[config.mk]
export PLATFORM = sky130hd
export DESIGN_NAME = draw_scheduler
export DESIGN_NICKNAME = d
export VERILOG_FILES = /design/src/rtl/draw_pkg.sv /design/src/rtl/draw_scheduler_priority_pick.sv /design/src/rtl/draw_scheduler.sv
export SDC_FILE = /design/constraint.sdc
export NUM_CORES = 1
export LEC_CHECK = 0
export CORE_MARGIN = 2
export CORE_UTILIZATION = 45
export DETAILED_ROUTE_END_ITERATION = 10
export PLACE_DENSITY = 0.86
export SYNTH_ARGS = -nofsm -noshare
export SYNTH_HDL_FRONTEND = slang
export SYNTH_SLANG_ARGS = --single-unit
[constraint.sdc]
create_clock -name clock -period 3.5 [get_ports clock]
set_input_delay 0.7 -clock clock [delete_from_list [all_inputs] [get_ports clock]]
set_output_delay 0.7 -clock clock [all_outputs]
set_load 0.005 [all_outputs]
[src/rtl/draw_pkg.sv]
// Shared definitions for the pixel-drawing engines and the plotter scheduler.
package draw_pkg;

  localparam int X_W = 8;
  localparam int Y_W = 7;
  localparam int C_W = 3;

  localparam logic [2:0] ST_IDLE    = 3'd0;
  localparam logic [2:0] ST_SELECT  = 3'd1;
  localparam logic [2:0] ST_GRANT   = 3'd2;
  localparam logic [2:0] ST_RELEASE = 3'd3;
  localparam logic [2:0] ST_DONE    = 3'd4;

  typedef struct packed {
    logic [X_W-1:0] x;
    logic [Y_W-1:0] y;
    logic [C_W-1:0] color;
  } pixel_t;

endpackage

[src/rtl/draw_scheduler_priority_pick.sv]
// Lowest-set-bit finder: one-hot of the highest-priority pending request.
module priority_pick #(
  parameter int N = 3
) (
  input  logic [N-1:0] i_req,
  output logic [N-1:0] o_onehot,
  output logic         o_none
);

  // Two's-complement trick isolates the lowest set bit.
  assign o_onehot = i_req & (~i_req + N'(1));
  assign o_none   = ~|i_req;

endmodule

[src/rtl/draw_scheduler.sv]
// Frame-level arbiter sharing the VGA plotter port between drawing engines.
module draw_scheduler
  import draw_pkg::*;
#(
  parameter int NUM_REQ = 3,
  parameter int TIMEOUT = 4096
) (
  input  logic                     clock,
  input  logic                     reset,
  input  logic                     frame_tick,
  input  logic [NUM_REQ-1:0]       req_enable,
  input  logic [NUM_REQ-1:0]       req_finish,
  input  logic [NUM_REQ*X_W-1:0]   req_x,
  input  logic [NUM_REQ*Y_W-1:0]   req_y,
  input  logic [NUM_REQ*C_W-1:0]   req_color,
  output logic [NUM_REQ-1:0]       draw,
  output logic [X_W-1:0]           vga_x,
  output logic [Y_W-1:0]           vga_y,
  output logic [C_W-1:0]           vga_color,
  output logic                     vga_plot,
  output logic                     busy,
  output logic                     frame_done,
  output logic                     overrun,
  output logic [NUM_REQ-1:0]       timeout_err
);

  localparam int CNT_W = (TIMEOUT > 1) ? $clog2(TIMEOUT) : 1;
  localparam logic [CNT_W-1:0] CNT_LAST = CNT_W'(TIMEOUT - 1);

  logic [2:0]         r_state;
  logic [2:0]         w_next;
  logic [NUM_REQ-1:0] r_mask;
  logic [NUM_REQ-1:0] w_pick;
  logic               w_none;
  logic [CNT_W-1:0]   r_cnt;
  logic               w_fin;
  logic               w_to;
  pixel_t             w_pix;

  logic [NUM_REQ-1:0] r_draw;
  logic [NUM_REQ-1:0] r_terr;
  logic [X_W-1:0]     r_x;
  logic [Y_W-1:0]     r_y;
  logic [C_W-1:0]     r_color;
  logic               r_plot;
  logic               r_busy;
  logic               r_done;
  logic               r_overrun;

  priority_pick #(.N(NUM_REQ)) u_pick (
    .i_req    (r_mask),
    .o_onehot (w_pick),
    .o_none   (w_none)
  );

  // Only the granted requester's finish counts; others are masked by the grant.
  assign w_fin = |(req_finish & r_draw);
  assign w_to  = (r_cnt == CNT_LAST);

  always_comb begin
    w_pix = '0;
    for (int i = 0; i < NUM_REQ; i++) begin
      w_pix.x     = w_pix.x     | (req_x[i*X_W +: X_W]     & {X_W{r_draw[i]}});
      w_pix.y     = w_pix.y     | (req_y[i*Y_W +: Y_W]     & {Y_W{r_draw[i]}});
      w_pix.color = w_pix.color | (req_color[i*C_W +: C_W] & {C_W{r_draw[i]}});
    end
  end

  always_comb begin
    w_next = r_state;
    case (r_state)
      ST_IDLE:    if (frame_tick) w_next = ST_SELECT; else w_next = ST_IDLE;
      ST_SELECT:  if (w_none) w_next = ST_DONE; else w_next = ST_GRANT;
      ST_GRANT:   if (w_fin || w_to) w_next = ST_RELEASE; else w_next = ST_GRANT;
      ST_RELEASE: w_next = ST_SELECT;
      ST_DONE:    w_next = ST_IDLE;
      default:    w_next = ST_IDLE;
    endcase
  end

  // Control outputs are registered from the next state so they align with it.
  always_ff @(posedge clock or posedge reset) begin
    if (reset) begin
      r_state   <= ST_IDLE;
      r_mask    <= '0;
      r_cnt     <= '0;
      r_draw    <= '0;
      r_busy    <= 1'b0;
      r_done    <= 1'b0;
      r_overrun <= 1'b0;
      r_terr    <= '0;
    end else begin
      r_state <= w_next;
      r_busy  <= (w_next != ST_IDLE);
      r_done  <= (w_next == ST_DONE);
      r_draw  <= (w_next == ST_GRANT) ? w_pick : '0;
      r_cnt   <= (r_state == ST_GRANT && w_next == ST_GRANT) ? r_cnt + CNT_W'(1) : '0;
      if (r_state == ST_IDLE && frame_tick) begin
        r_mask <= req_enable;
      end else if (r_state == ST_RELEASE) begin
        r_mask <= r_mask & ~w_pick;
      end
      if (frame_tick && r_state != ST_IDLE) begin
        r_overrun <= 1'b1;
      end
      if (r_state == ST_GRANT && !w_fin && w_to) begin
        r_terr <= r_terr | r_draw;
      end
    end
  end

  // The last grant cycle's pixel is not plotted, so vga_plot drops with draw.
  always_ff @(posedge clock or posedge reset) begin
    if (reset) begin
      r_x     <= '0;
      r_y     <= '0;
      r_color <= '0;
      r_plot  <= 1'b0;
    end else if (r_state == ST_GRANT) begin
      r_x     <= w_pix.x;
      r_y     <= w_pix.y;
      r_color <= w_pix.color;
      r_plot  <= ~(w_fin | w_to);
    end else begin
      r_plot  <= 1'b0;
    end
  end

  assign draw        = r_draw;
  assign vga_x       = r_x;
  assign vga_y       = r_y;
  assign vga_color   = r_color;
  assign vga_plot    = r_plot;
  assign busy        = r_busy;
  assign frame_done  = r_done;
  assign overrun     = r_overrun;
  assign timeout_err = r_terr;

endmodule

==> results of run 1 <==
-- worst min path at each step --
stage / startpoint / endpoint / slack, ps / depth (start not counted)
after global placement: timeout_err[2] / timeout_err[2] / 440 / 1
after CTS: timeout_err[2] / timeout_err[2] / 470 / 1
final: timeout_err[2] / timeout_err[2] / 470 / 1
after global routing: timeout_err[1] / timeout_err[1] / 510 / 1
after floorplan: r_cnt[0] / r_cnt[0] / 440 / 1
after detailed placement: timeout_err[2] / timeout_err[2] / 450 / 1
-- metrics by stage --
step	worst slack, ps	power (uW)	hold slack [ps]	instance area [sq um]	utilization
floorplan	1710	1320	443	2100	-
global placement	1050	1720	440	3000	0.680
detailed placement	1050	1760	446	3000	0.680
CTS	1040	2220	469	3140	0.711
global route	961	2360	505	3140	0.711
finish	1050	2200	472	3140	0.711
-- cell type report --
class / instances / share of cell area
Sequential cell: 46 / 0.367
Timing Repair Buffer: 91 / 0.289
Multi-Input combinational cell: 136 / 0.273
Clock buffer: 5 / 0.0219
Clock inverter: 3 / 0.0219
Tap cell: 52 / 0.0207
Inverter: 6 / 0.00717
-- kinds of logic after synthesis --
family / share of synthesized area
AO/OA/AOI/OAI: 0.178
XOR/XNOR: 0.0417
flip-flops: 0.549
buffers and inverters: 0.0465
AND/OR/NAND/NOR: 0.179
adder cells (fa/ha/maj): 0.00596
-- cell usage in the layout, fill, tap and decap left out, drive strengths merged --
cell type / count
a21boi: 1
a21o: 4
a21oi: 20
a222oi: 19
a32oi: 1
and3: 1
and4: 2
buf: 1
bufinv: 2
clkbuf: 5
clkdlybuf4s50: 90
clkinv: 1
dfrtp: 46
ha: 1
inv: 6
nand2: 8
nand2b: 1
nand3: 8
nand3b: 2
nand4: 4
nor2: 34
nor2b: 2
nor3: 5
nor3b: 2
nor4: 2
o211ai: 1
o21ai: 2
o21bai: 1
o311ai: 1
or2: 1
or3: 2
or3b: 1
xnor2: 3
xor2: 7
-- routing by layer --
metal,share of wire,vias to the layer above,wire (um),track usage
met1,0.43,920,2370,0.293
met2,0.47,78,2600,0.356
li1,-,912,-,-
met4,0.013,0,72,0.0524
met5,0,-,0,0
met3,0.091,7,504,0.0653
-- synth_stat cells (all sizes together) (2+ instances only) --
| library cell | number |
|---|---|
| dfrtp | 46 |
| xor2 | 7 |
| or3 | 2 |
| xnor2 | 3 |
| a21oi | 20 |
| buf | 7 |
| nor4 | 2 |
| inv | 6 |
| nand2 | 8 |
| a21o | 4 |
| nor2b | 2 |
| clkbuf | 8 |
| a222oi | 19 |
| nor2 | 34 |
| and4 | 2 |
| nand4 | 4 |
| o21ai | 2 |
| nand3 | 8 |
| nand3b | 2 |
| nor3 | 5 |
| nor3b | 2 |
-- where the power goes --
part | total [uW] | switching (uW) | internal, uW
clock network | 468 | 182 | 286
logic | 850 | 365 | 486
registers | 883 | 180 | 703
-- flip-flops by register name, summed over array words and instances, names as in the netlist --
name / count
vga_y: 7
r_cnt: 12
busy: 1
vga_x: 8
overrun: 1
r_mask: 3
frame_done: 1
r_state: 3
timeout_err: 3
vga_color: 3
vga_plot: 1
draw: 3
==> flow_results.org, run 1 <==
** Clock tree
- After clock tree synthesis, the repair step resized 0 gates.
- Hold-fix buffers, CTS :: 0
- CTS tree :: done
- After clock tree synthesis, the setup repair step added 0 buffers.
- Buffers from clock root to sink, at most :: 2
- Sink Count :: 46
- Clock-pin slew on the worst setup and hold paths :: 90 ps
- Counting the buffers created by CTS gives 5.
- Insertion delay to the later sink of the worst-skew pair :: 300 ps
- The H-tree was split into 2 levels.
- Root buf cell :: sky130_fd_sc_hd__clkbuf_8

** STA
- Setup repair after global routing missed its margin :: false
- Max Clock Freq :: 408 MHz
- Worst slew margin relative to its limit :: 0.378
- Number of max-slew violations in the final report :: 0
- Setup Total Neg Slack :: 0 ps
- For the final database, setup skew stands at 10.6 ps.
- Hold violation total from the final report :: 0
- Setup violations remaining at the end of the flow were counted as 0.
- For the finished layout, the period the worst path requires is 2450 ps.
- At the pin with the least slew margin, the transition time is 932 ps.
- Dividing the final minimum period by the clock period gives 0.699.

** Final layout
- Multi-input logic area :: 856 sq um
- From synthesis to final layout, the design area changed by 49.7%.
- Combined flip-flop and latch cell area :: 0.00115 sq mm
- Counting the fill cells in the layout gives 339.
- Antenna diode count :: 0
- Nets :: 350
- Of the cells placed in the final design, the portion with a size suffix greater than 1 is 0.0557.
- After the flow finishes, the layout carries non-filler instances totaling 339.

** Setup path
- Terminus of the critical flop-to-flop path :: r_cnt[5]
- Across all register-to-register paths, the minimum setup slack is 1410 ps.
- The worst setup path is launched from a flop.
- Following the worst setup path forward leads to its endpoint at draw[2].
- Critical Path Stages :: 1
- Required time of the critical path :: 2800 ps
- Reg2Reg Depth :: 3
- For this design, the slowest cell found on the critical path is sky130_fd_sc_hd__dfrtp_1.
- The critical path is of the flop to output pin type.
- Startpoint of the worst register-to-register path :: draw[0]
- Dominant delay contributor by cell family on the critical path :: flip-flops
- In this run the worst path has a maximum fanout of 21.
- The most critical setup path has its startpoint at draw[2].
- At the worst endpoint, the arrival time is 1750 ps.
- Ordered cell list for the critical path :: clkdlybuf4s50_1
- Endpoint class of the critical path :: output pin
- The number of buffers and inverters on the critical path is 1.
- Slowest cell delay on critical path :: 810 ps

** Yosys
- Number of flops mapped to enable cells by yosys :: 0
- Synthesis instantiated 37 different standard cells from the library.
- Primary FF master, synth :: sky130_fd_sc_hd__dfrtp_1
- By area the synthesized netlist is led by sky130_fd_sc_hd__dfrtp_1, sky130_fd_sc_hd__a222oi_1, sky130_fd_sc_hd__nor2_1.
- Of all cell types, the one taking the most synthesized area is sky130_fd_sc_hd__dfrtp_1.
- Mean instance size in the synthesized netlist :: 10.3 sq um
- Sequential fraction of the synthesis area :: 0.549
- Of the post-synthesis cell area, the dominant cell type holds 0.549.
- Yosys reg bits :: 46
- Synthesis handed over a netlist of 203 instances.
- Post-Synthesis Net Count :: 267
- Count of warnings emitted by yosys :: 0
- For this run, asynchronously set or reset flops after synthesis account for 1.00.
- Syn Std Cell Area :: 0.00210 sq mm

** Routing
- The count of nets left with antenna violations once routing finished came out at 0.
- # DRC :: 0
- After detailed routing, the number of vias per cell comes to 5.65.
- The final route contains 1917 vias.
- Wires add up to 5.55 mm.
- First DRT Iteration DRCs :: 142
- Before antenna repair, the detailed router went through 6 iterations.
- Avg WL per Cell :: 16.4 um

** Flow run
- Max-cap violations in this run came to 0.

** GRT
- The number of global-route vias before repair is 1820.
- Overall global routing resource usage :: 0.220
- The first global-routing pass estimated 8.95 mm of wire.
- Antenna violations before repair :: 0
- Entering global routing, the biggest net connects 47 pins.
- For this run the aggregate overflow at the end of global routing stands at 0.

** Placed design
- During placement, the flow inserted port buffers numbering 90.
- Hpwl dp :: 4.12 mm
- Placer congestion estimate :: 0.763
- The number of placed instances, taps included, is 331.

** Floorplan
- For this design the top-level I/O count stands at 91.
- Number of cell rows :: 24
- Die Y-Extent :: 72.3 um
- The die covers 0.00523 sq mm.
- The die is 72.3 um wide.
- The core region is 0.00441 sq mm.
- Effective utilization at floorplan :: 0.475

** Pwr
- Power spread over the standard cell area amounts to 701 mW/mm^2.
- Peak VDD IR :: 414 uV
- Static leakage :: 0.00130 uW

** Min path
- In this run the worst hold path is classified as flop to flop.

** Run status
- The flow ran to the end, and the final reports show no timing, DRC or antenna violations.
No activity file was read; power rests on OpenSTA's default activity.
==> run 2, diff against run 1 <==
- CORE_UTILIZATION: 45 -> 42
- PLACE_DENSITY: 0.86 -> 0.81
- clock period: 3.5 -> 2.5 ns (I/O delays scaled with it)
==> run 2 against run 1 <==
Non-clock buffer count grew 5. Total power grew 35%. Global-route usage shrank 2.2 points. Clock-buffer cell count grew 1. Utilization shrank 4.9 points. Cell count grew 5.9%. Register-to-register slack lost 520 ps. Die area grew 6.7%. Critical path type unchanged. Largest power group is now combinational cells.
==> flow_results.org, run 2 (synthesized netlist as in run 1, its figures left out) <==
** Run status
- Run status :: finished, final reports clean

** Floorplan
- The total area inside the core boundary comes to 0.00479 sq mm.
- For this configuration, the core starts out at a cell density of 0.438.
- Die Y-Extent :: 74.7 um
- The die covers 0.00558 sq mm.
- Number of cell rows :: 25
- Measured along the x axis, the die boundary spans 74.7 um.
- For this design the top-level I/O count stands at 91.

** Setup path
- The slowest stage of the critical path belongs to the cell sky130_fd_sc_hd__dfrtp_1.
- In this design, the stage delay of the slowest critical-path cell is 640 ps.
- In this run the worst path has a maximum fanout of 13.
- Counting both buffers and inverters, the worst setup path holds a total of 1.
- Startpoint of the worst register-to-register path :: draw[1]
- Critical path start-end classification :: flop to output pin
- Grouping stages by cell kind, the critical path spends the most delay in flip-flops.
- Slack of the worst reg-to-reg path :: 890 ps
- Worst setup SP type :: flop
- Data on the critical path is required at its endpoint by 2000 ps.
- Terminus of the critical flop-to-flop path :: r_cnt[2]
- The worst setup path is captured at an output pin.
- Measured in cells, the most critical reg-to-reg path has a length of 4.
- CP Data Arrival Time :: 1530 ps
- The critical path goes through clkdlybuf4s50_1.

** Clock tree
- The H-tree was split into 2 levels.
- PostCTS Resize Cnt :: 0
- Insertion delay to the later sink of the worst-skew pair :: 300 ps
- Post CTS Setup Buffer Count :: 0
- The clock passes through at most 2 buffers.
- Inserted Clock Buffers :: 5
- Clock-pin slew on the worst setup and hold paths :: 80 ps
- Hold-fix buffers, CTS :: 0
- Root buf cell :: sky130_fd_sc_hd__clkbuf_8
- CTS tree :: done
- Clock tree synthesis found a total of 46 sinks.

** Routing
- For this block, the initial DRC count from the detailed router was 160.
- First-pass iteration count of the detailed router :: 4
- Top layer in use :: met4
- Routed metal-1 wire length :: 2.18 mm
- Routed via count divided by cell count :: 5.22
- Once detail routing completed, the nets flagged for antenna violations numbered 0.
- Across all layers, the routed design uses 1875 vias.
- For this run, design rule violations remaining after detail routing come to 0.
- After detailed routing, the met2 layer carries 2.58 mm of wire.
- Avg WL per Cell :: 14.8 um
- Final Routed Wirelength :: 5.30 mm
- The routed design uses 465 um of met3 wire.

** Final layout
- Commonest non-fill, non-tap cell in the layout :: sky130_fd_sc_hd__clkdlybuf4s50_1
- The register with the most flip-flops in the layout has 12 of them.
- Of the cells placed in the final design, the portion with a size suffix greater than 1 is 0.0685.
- Antenna diode count :: 0
- Nets :: 355
- Excluding fillers, the count of instances in the completed layout stands at 359.
- The library cells used most frequently in the layout, excluding fill and tap cells, are sky130_fd_sc_hd__clkdlybuf4s50_1, sky130_fd_sc_hd__dfrtp_1, sky130_fd_sc_hd__nor2_1.
- Fill cell instance count of the final layout :: 381
- Across the whole layout, storage elements account for 0.00115 sq mm.
- Syn-to-layout area delta :: 51.0%
- Register ranked first by flip-flop count :: r_cnt
- Multi-input logic area :: 856 sq um

** STA
- Setup repair after global routing missed its margin :: false
- After routing, the total negative slack on setup checks comes to 0 ps.
- Worst clock skew :: 2.72 ps
- Final critical-path required period :: 2030 ps
- Dividing the final minimum period by the clock period gives 0.811.
- Final Setup Violations :: 0
- At the pin with the least slew margin, the transition time is 561 ps.
- Final worst setup slack :: 472 ps
- Derived from the worst setup path, the maximum achievable clock frequency is 493 MHz.
- Hold violation total from the final report :: 0
- Number of max-slew violations in the final report :: 0
- Measured against its own limit, the worst slew margin works out to 0.626.

** Pwr
- The share of total power dissipated in the clock network is 0.182.
- Total power for the finished layout comes to 2980 uW.
- Cell Int Power :: 1980 uW
- PwrDens :: 939 mW/mm^2
- Summed over all cells, the static leakage comes to 0.00131 uW.
- IR analysis of the VDD net gives a maximum drop of 603 uV.
- Comb power frac :: 0.421
- Of the total power, the share spent switching nets is 0.333.
- Portion of total power attributed to sequential cells :: 0.397
- Summed over all nets, the switching power comes to 992 uW.

** GRT
- Global routing finished with a remaining overflow of 0.
- The initial antenna violation count was 0.
- Global-route wire length before repair :: 8.38 mm
- The number of global-route vias before repair is 1873.
- Entering global routing, the biggest net connects 47 pins.
- In the global route stage, overall resource usage came out at 0.198.

** Placed design
- Detailed placement ended at an HPWL of 3.87 mm.
- In this run the tool buffered the top-level ports with 90 buffer cells.
- Routability-driven placement finished with a final weighted congestion of 0.777.
- Including well taps, the total number of placed cells is 351.
- Worst slack, placed :: 471 ps

** Min path
- The path with the worst hold slack has its endpoint at timeout_err[0].
- Cell count of the worst hold path :: 1
- In this run the most critical hold path is launched from timeout_err[0].
- In this run the worst hold path is classified as flop to flop.

** Flow run
- Across the run, the number of max-cap violations was 0.
## run 2: changes by cell type in the layout (fill, tap and decap cells not counted)
cell and delta:
sky130_fd_sc_hd__bufinv_16 -1, sky130_fd_sc_hd__buf_4 +5, sky130_fd_sc_hd__clkinvlp_4 +1, sky130_fd_sc_hd__clkinv_4 -1
sky130_fd_sc_hd__clkbuf_1 +1
## run 2: through the flow
| step | instance area, sq um | hold slack, ps | utilization |
|---|---|---|---|
| 6_report | 3170 | 464 | 0.662 |
| 2_1_floorplan | 2100 | 443 | - |
| 3_5_place_dp | 3060 | 448 | 0.639 |
| 5_1_grt | 3170 | 480 | 0.662 |
| 4_1_cts | 3170 | 468 | 0.662 |
| 3_3_place_gp | 3060 | 439 | 0.639 |
## run 2: final cells by class
cell class,instances,share of cell area
Inverter,6,0.00711
Sequential cell,46,0.363
Clock inverter,2,0.0118
Clock buffer,6,0.0229
Timing Repair Buffer,96,0.298
Tap cell,67,0.0265
Multi-Input combinational cell,136,0.270
## run 2: how the worst max path moves through the flow
stage | from | slack (ps) | depth (start not counted) | to
2_1_floorplan | reset | 910 | 1 | busy
3_3_place_gp | frame_tick | 490 | 5 | draw[1]
3_5_place_dp | req_finish[0] | 470 | 5 | r_cnt[2]
4_1_cts | draw[1] | 450 | 1 | draw[1]
5_1_grt | draw[1] | 390 | 1 | draw[1]
6_report | draw[1] | 470 | 1 | draw[1]
## run 2: per-layer routing
layer	GRT usage	vias to the layer above
met2	0.350	65
li1	-	923
met4	0.0754	0
met1	0.235	880
met3	0.0469	7
met5	0	-
## run 2: power groups by stage
stage | Clock [uW] | Combinational [uW] | Sequential [uW]
floorplan | 0 | 705 | 1140
global placement | 0 | 1240 | 1180
detailed placement | 0 | 1270 | 1200
CTS | 560 | 1270 | 1180
global route | 601 | 1380 | 1230
finish | 542 | 1250 | 1180
==> run 3, diff against run 2 <==
- clock period: 2.5 -> 2.1 ns (I/O delays scaled with it)
==> run 3 against run 2 <==
Largest cell class unchanged. Combinational power is 21% higher. Worst hold slack worse by 20 ps. Non-clock buffer count up 1. Clock power up 21%. Sequential power is 19% higher. Setup slack worse by 200 ps. Via count grew 1.5%. Cell count is 0.28% higher.
==> flow_results.org, run 3 (synthesized netlist as in run 1, its figures left out) <==
** GRT
- Met3 global-route usage :: 0.0535
- The number of global-route vias before repair is 1840.
- Maximum number of pins on one net before global-route repair :: 37
- For met1 alone, demand over resource in global routing was 0.237.
- The initial antenna violation count was 0.
- For this run, the total global-route usage over all layers was measured as 0.197.
- For this run, global-route usage on met2 was measured as 0.359.
- Global-route congestion overflow total :: 0
- Grt peak-use layer :: met2
- The first global-routing pass estimated 8.44 mm of wire.

** Setup path
- The largest individual stage delay along the critical path comes from the cell sky130_fd_sc_hd__clkdlybuf4s50_1.
- At the worst endpoint, the required time is 1680 ps.
- In this run the worst path has a maximum fanout of 8.
- Slowest cell delay on critical path :: 570 ps
- Dominant delay contributor by cell family on the critical path :: buffers and inverters
- Walking the worst path, the cells encountered are clkdlybuf4s50_1.
- The worst setup path is of the flop to output pin kind.
- The worst setup path is captured at an output pin.
- Worst setup SP type :: flop
- Number of buffers and inverters on the critical path :: 1
- For the worst setup path, the data arrival time is 1410 ps.

** Clock tree
- Insertion delay to the later sink of the worst-skew pair :: 300 ps
- Clock tree synthesis inserted a total of 5 buffers.
- PostCTS Resize Cnt :: 0
- Clock-pin slew was measured on the worst setup and hold paths at 90 ps.
- In this run, post-CTS hold repair placed 0 buffers.
- CTS tree :: done
- The root buffer cell chosen for the clock tree is sky130_fd_sc_hd__clkbuf_8.
- Sink Count :: 46
- The number of setup buffers added after CTS is 0.
- Buffers from clock root to sink, at most :: 2
- CTS built an H-tree with a depth of 2.

** Routing
- Avg WL per Cell :: 14.8 um
- First DRT Iteration DRCs :: 191
- # DRC :: 0
- The routed layout has 1903 vias.
- ANT nets after route :: 0
- After detailed routing, the total wire length is 5.32 mm.
- First-pass iteration count of the detailed router :: 4
- Using the TritonRoute via totals, the vias-per-cell ratio works out to 5.29.

** Placed design
- During placement, the flow inserted port buffers numbering 90.
- Detailed placement finished with a half-perimeter wire length of 4.08 mm.
- The placed instances occupy a cell area of 0.00308 sq mm.
- The congestion estimate from routability-driven global placement came to 0.776.

** STA
- After layout, the minimum clock period comes to 1830 ps.
- Dividing the final minimum period by the clock period gives 0.870.
- Number of max-slew violations in the final report :: 0
- Adding up every negative setup slack in the final design gives 0 ps.
- Fin Hold WS :: 444 ps
- Least-Margin Pin Slew :: 468 ps
- Hold violation total from the final report :: 0
- Static timing analysis puts the maximum clock frequency at 548 MHz.
- Setup repair after global routing missed its margin :: false
- On the final layout, the worst clock skew is 9.72 ps.
- Setup violations remaining at the end of the flow were counted as 0.
- Worst slew margin relative to its limit :: 0.688

** Floorplan
- Number of placed I/O pins :: 91
- The total area inside the core boundary comes to 0.00479 sq mm.
- Horizontal extent of the die :: 74.7 um
- The floorplan has 25 rows.
- The initial utilization of the core area, before any placement, comes to 0.438.
- From bottom edge to top edge, the die measures 74.7 um.
- Full die area :: 0.00558 sq mm

** Final layout
- Layout cells sized above 1 :: 0.0751
- Syn-to-layout area delta :: 52.1%
- The number of antenna diodes in the final layout is 0.
- Highest-count cells in the layout ignoring fill and taps :: sky130_fd_sc_hd__clkdlybuf4s50_1, sky130_fd_sc_hd__dfrtp_1, sky130_fd_sc_hd__nor2_1
- The finished cells cover 0.00319 sq mm.
- Commonest non-fill, non-tap cell in the layout :: sky130_fd_sc_hd__clkdlybuf4s50_1
- Share of the core filled with cells :: 0.667
- The register with the most flip-flops in the final layout is r_cnt.
- Nets :: 356
- Flip-flop count of the largest register, all copies and words added :: 12

** Run status
- Run status :: finished, final reports clean

** Pwr
- Dividing total power by cell area gives a power density of 1120 mW/mm^2.
- Peak VDD IR :: 817 uV
- Summed over all cells, the static leakage comes to 0.00133 uW.

** Min path
- Worst hold-check path type :: input port to async pin

** Flow run
- Max cap viols :: 0
## run 3: cell count changes in the layout (fill, tap and decap cells not counted)
cell / delta
sky130_fd_sc_hd__clkinv_2: +1
sky130_fd_sc_hd__clkinvlp_4: -1
sky130_fd_sc_hd__clkbuf_1: -1
sky130_fd_sc_hd__buf_12: +1
sky130_fd_sc_hd__inv_6: +1
## run 3: metal layers
metal / wire length, um / vias to the layer above
li1: - / 926
met1: 2220 / 908
met2: 2670 / 63
met3: 393 / 6
met4: 39 / 0
met5: 0 / -
## run 3: power breakdown
| group | switching (uW) | internal [uW] | leakage, uW |
|---|---|---|---|
| registers | 230 | 1170 | 0.000585 |
| logic | 667 | 840 | 0.000685 |
| clock network | 299 | 357 | 0.0000585 |
## run 3: worst register-to-register path, cell delays in order (launching register included)
cell and delay, ps:
sky130_fd_sc_hd__dfrtp_1 390, sky130_fd_sc_hd__ha_1 220, sky130_fd_sc_hd__nand4_1 110, sky130_fd_sc_hd__or3_4 420
sky130_fd_sc_hd__nor2_1 240, sky130_fd_sc_hd__a21o_1 160
## run 3: worst paths after layout
| check | cells past startpoint | slack (ps) | from | endpoint |
|---|---|---|---|---|
| setup / recovery | 1 | 270 | draw[2] | draw[2] |
| hold reg to reg | 1 | 470 | timeout_err[0] | timeout_err[0] |
| max in group asynchronous | 3 | 1160 | reset | r_state[1] |
| hold / removal | 2 | 440 | reset | vga_color[1] |
| min in group clock | 1 | 470 | timeout_err[0] | timeout_err[0] |
| setup reg to reg | 5 | 510 | r_cnt[0] | timeout_err[2] |
## run 3: area by class of cell
| type | count | area [sq um] |
|---|---|---|
| inverters | 6 | 22.5 |
| flip-flops and latches | 46 | 1150 |
| clock buffers | 5 | 68.8 |
| clock inverters | 3 | 43.8 |
| fillers | 377 | 1590 |
| well taps | 67 | 83.8 |
| repair buffers | 97 | 966 |
| multi-input cells | 136 | 856 |
## run 3: per-stage QoR
step,std cells,worst slack (ps),total power (uW)
2_1_floorplan,203,592,2190
3_3_place_gp,352,277,2890
3_5_place_dp,352,265,2950
4_1_cts,360,265,3600
5_1_grt,360,222,3850
6_report,360,274,3560
